**src/rtl/hazard_unit.sv**
```systemverilog
// Pipeline hazard control: memory-wait freeze, branch flush, load-use stall.
// Optional perf counters under `HAZARD_PERF_CNT_EN`.
module hazard_unit #(
  parameter int REG_SIZE    = 5,
  parameter int MEM_TIMEOUT = 255
) (
  input  logic                clk,
  input  logic                rst,
  input  logic [REG_SIZE-1:0] id_rs1,
  input  logic [REG_SIZE-1:0] id_rs2,
  input  logic                id_uses_rs1,
  input  logic                id_uses_rs2,
  input  logic [REG_SIZE-1:0] ex_rd,
  input  logic                ex_memRead,
  input  logic                branch_taken,
  input  logic                dmem_req,
  input  logic                dmem_ready,
  output logic                pc_en,
  output logic                ifid_en,
  output logic                idex_en,
  output logic                exmem_en,
  output logic                ifid_flush,
  output logic                idex_flush,
  output logic                memwb_flush,
  output logic                mem_timeout_err,
  output logic [31:0]         stall_cycles,
  output logic [31:0]         flush_count
);

  localparam logic [0:0] RUN      = 1'b0;
  localparam logic [0:0] MEM_WAIT = 1'b1;
  localparam logic [7:0] TMO      = 8'(MEM_TIMEOUT);

  logic [0:0] state_q, state_d;
  logic [7:0] wcnt_q, wcnt_d;
  logic       err_q, err_d;
  logic       freeze, load_use, br, lu;

  assign freeze = ((state_q == RUN) && dmem_req && !dmem_ready)
               || ((state_q == MEM_WAIT) && !dmem_ready);

  assign load_use = ex_memRead && (ex_rd != '0)
                 && ((id_uses_rs1 && (ex_rd == id_rs1))
                  || (id_uses_rs2 && (ex_rd == id_rs2)));

  // Mutually exclusive request flags encode the priority order
  assign br = branch_taken && !freeze;
  assign lu = load_use && !freeze && !branch_taken;

  always_comb begin
    state_d = state_q;
    wcnt_d  = wcnt_q;
    err_d   = err_q;
    if (state_q == RUN) begin
      if (dmem_req && !dmem_ready) begin
        state_d = MEM_WAIT;
        wcnt_d  = '0;
      end
    end else begin
      if (wcnt_q >= TMO) err_d = 1'b1;
      if (dmem_ready) begin
        state_d = RUN;
      end else if (wcnt_q != 8'hFF) begin
        wcnt_d = wcnt_q + 8'd1;
      end
    end
  end

  always_ff @(posedge clk or posedge rst) begin
    if (rst) begin
      state_q <= RUN;
      wcnt_q  <= '0;
      err_q   <= 1'b0;
    end else begin
      state_q <= state_d;
      wcnt_q  <= wcnt_d;
      err_q   <= err_d;
    end
  end

  assign mem_timeout_err = err_q;

  always_comb begin
    pc_en       = 1'b1;
    ifid_en     = 1'b1;
    idex_en     = 1'b1;
    exmem_en    = 1'b1;
    ifid_flush  = 1'b0;
    idex_flush  = 1'b0;
    memwb_flush = 1'b0;
    unique case (1'b1)
      freeze: begin
        pc_en       = 1'b0;
        ifid_en     = 1'b0;
        idex_en     = 1'b0;
        exmem_en    = 1'b0;
        memwb_flush = 1'b1;
      end
      br: begin
        ifid_flush = 1'b1;
        idex_flush = 1'b1;
      end
      lu: begin
        pc_en      = 1'b0;
        ifid_en    = 1'b0;
        idex_flush = 1'b1;
      end
      default: ;
    endcase
  end

`ifdef HAZARD_PERF_CNT_EN
  logic [31:0] stall_q, flush_q;

  always_ff @(posedge clk or posedge rst) begin
    if (rst) begin
      stall_q <= '0;
      flush_q <= '0;
    end else begin
      if (!pc_en)     stall_q <= stall_q + 32'd1;
      if (ifid_flush) flush_q <= flush_q + 32'd1;
    end
  end

  assign stall_cycles = stall_q;
  assign flush_count  = flush_q;
`else
  assign stall_cycles = '0;
  assign flush_count  = '0;
`endif

endmodule

```
**config.mk**
```make
export PLATFORM = sky130hd
export DESIGN_NAME = hazard_unit
export DESIGN_NICKNAME = d
export VERILOG_FILES = /design/src/rtl/hazard_unit.sv
export SDC_FILE = /design/constraint.sdc
export NUM_CORES = 1
export LEC_CHECK = 0
export CAP_MARGIN = 20
export CORE_MARGIN = 5
export CORE_UTILIZATION = 35
export CTS_CLUSTER_DIAMETER = 80
export DETAILED_ROUTE_END_ITERATION = 10
export PLACE_DENSITY_LB_ADDON = 0.25
export SYNTH_ARGS = -nofsm -noshare
export SYNTH_HDL_FRONTEND = slang
export SYNTH_SLANG_ARGS = --single-unit
```
**constraint.sdc**
```tcl
create_clock -name clk -period 5.8 [get_ports clk]
set_input_delay 1.45 -clock clk [delete_from_list [all_inputs] [get_ports clk]]
set_output_delay 1.45 -clock clk [all_outputs]
set_load 0.01 [all_outputs]
```
==> flow_metrics.tcl <==
set metrics [dict create \
    start_util_pct 35.6 \
    synth_top_family_by_area "buffers and inverters" \
    rsz0062_at_grt "false" \
    crit_slowest_cell "clkdlybuf4s50_1" \
    instances_no_fill 212 \
    grt_use_total_pct 8.27 \
    clk_pin_slew_worst_paths_ns 0.06 \
    yosysTopAreaCell "buf_4" \
    clk_path_buf_depth 2 \
    status "finished, final reports clean" \
    dieWidth_um 67.8 \
    ys_ff_latch 10 \
    yosysTopAreaCellShare_pct 42.4 \
    drt_pass1_iterations 3 \
    synth_cell_types 30 \
    fin_util_pct 38.9 \
    rows 21 \
    dpl.cell_count 209 \
    drt_wl_total_um 2200 \
    dpl.hpwl_um 1890 \
    finalSetupViolCount 0 \
    synthMuxAreaShare_pct 0 \
    clk_latency_ns 0.26 \
    htreeDepth 1 \
    synthCells 137 \
    endpoint_kind "output pin" \
    cpLargestDelayFamily "buffers and inverters" \
    crit_top_cell "clkdlybuf4s50_1" \
    num_io_pins 95 \
    drcViolationCount 0 \
    tritoncts "built" \
    syn_avg_cell_area_um2 8.53 \
    die_h_um 67.8 \
    cts.sinks 10 \
    synth-compound-area-share_pct 9.96 \
    fin_crit_ns 4.85 \
    power_density_nw_per_um2 146 \
    grt_pass1_vias 710 \
    cts_hold_buf 0 \
    ant_nets 0 \
    syn_area_um2 1170 \
    area_growth_pct 9.42 \
    synth-simple-area-share_pct 11.5 \
    p_leak_nw 0.633 \
    ir_drop_v 0.0000907 \
    dieArea_um2 4590 \
    drtIter0Drc 10 \
    fmax_ghz 0.206 \
    cts_root_buf "clkbuf_4" \
    yosys.cell_count.top_type "buf_4" \
    place_congestion 0.863 \
    hold_violations 0 \
    setup_slack_ns 0.949 \
    cp-start-kind "input pin" \
    slew-limit-headroom_pct 50.8 \
    preCtsSetupSlack_ns 0.963 \
    critPathBufInv 2 \
    fill_cells 353 \
    antenna_found_initial 0 \
    critPathMaxFanout 3 \
    yosysWarnings 0 \
    synthArstFlopShare_pct 100 \
    path_cells "clkdlybuf4s50_1 -> xor2_1 -> nor4_1 -> a32oi_1 -> o31ai_1 -> clkdlybuf4s50_1" \
    diodes 0 \
    overflow 0 \
    worstMarginPinSlew_ns 0.737 \
    synth_fa_ha_area_share_pct 1.07 \
    yosys-top-cells-area "buf_4 (42%), dfrtp_1 (21%), xor2_1 (9.0%)" \
    synthFlopType "dfrtp_1" \
    r2r_slack_ns 4.11 \
    fin_skew_ns 0.00812 \
    hold_class "register to register" \
    netlist_top_cells_count "buf_4 (66), xor2_1 (12), dfrtp_1 (10)" \
    synth_edf_count 0 \
    finalSetupTns_ns 0 \
    cts_setup_buffers 0 \
    maxSlewViolCount 0 \
    grt_pass1_wl_um 2970 \
    fin_nets 192 \
    synth-xor-area-share_pct 11.2 \
    cp.required_ns 4.35 \
    path_class "input pin to output pin" \
    wl_per_cell_um 10.4 \
    max-cap-violations 0 \
    critical_path.max_stage_delay_ns 0.57 \
    post-route-period-util_pct 83.6 \
    viasPerCell 3.72 \
    core_um2 3280 \
    numCtsBuffers 3 \
    vias 789 \
    layout-drive-gt1-share_pct 3.01 \
    arrival_ns 3.40 \
    synth-seq-area-share_pct 21.4 \
    portBuffers 30 \
    total_power_mw 0.187 \
    grt_max_degree 11 \
    cts_resized 0 \
]
placed cells by master (no fill, tap or decap), drive strengths merged, types with 4 or more instances in the layout:
master,count
o21ai,4
clkdlybuf4s50,30
nand2,6
xor2,12
dfrtp,10
conb,64
nor2,5
logic make-up (layout without fill, tap and decap cells):
family	Yosys count	after routing
fa+ha+maj	1	1
flops	10	10
simple gates	24	24
compound gates	16	16
xor+xnor	15	15
buf+inv	70	36
other cells	1	64
stage by stage:
stage	hold slack, ns	cell area, µm²
floorplan	0.468	1410
global placement	0.477	1260
detailed placement	0.468	1260
CTS	0.498	1280
global route	0.537	1280
finish	0.488	1280
metal layers:
layer  GRT usage [%]  up-vias  part of all wire, %
met4            4.71        0                  1.8
li1                -      384                    -
met2            13.7       43                   52
met5               0        -                    0
met3           0.832        4                  9.1
met1            10.3      358                   37
cell type report:
class                      instances  area, µm²  share of cell area [%]
clock buffer                       3       22.5                    1.76
inverter                           3       13.8                    1.08
multi-input combinational        120        634                    49.6
sequential                        10        250                    19.6
tap                               46       57.6                    4.50
timing repair buffer              30        300                    23.5
registers in the layout, summed over array words and instances, names as in the netlist:
signal and cells:
state_q 1, wcnt_q 8, mem_timeout_err 1
worst paths after layout:
| path | startpoint | endpoint | cells past startpoint |
|---|---|---|---|
| setup / recovery | ex_rd[0] | idex_flush | 6 |
| hold / removal | mem_timeout_err$_DFFE_PP0P_ | mem_timeout_err$_DFFE_PP0P_ | 1 |
| setup reg to reg | wcnt_q[0]$_DFFE_PP0P_ | wcnt_q[6]$_DFFE_PP0P_ | 5 |
| hold reg to reg | mem_timeout_err$_DFFE_PP0P_ | mem_timeout_err$_DFFE_PP0P_ | 1 |
| max in group asynchronous | rst | wcnt_q[5]$_DFFE_PP0P_ | 2 |
| min in group asynchronous | rst | wcnt_q[0]$_DFFE_PP0P_ | 2 |
where the power goes:
group | leakage [nW] | total (mW) | internal, mW | switching (mW)
Clock | 0.0138 | 0.0473 | 0.0239 | 0.0234
Sequential | 0.137 | 0.0755 | 0.0726 | 0.00294
Combinational | 0.483 | 0.0638 | 0.0269 | 0.0369
Total | 0.633 | 0.187 | 0.123 | 0.0632
Power figures use the tool's default switching activity.
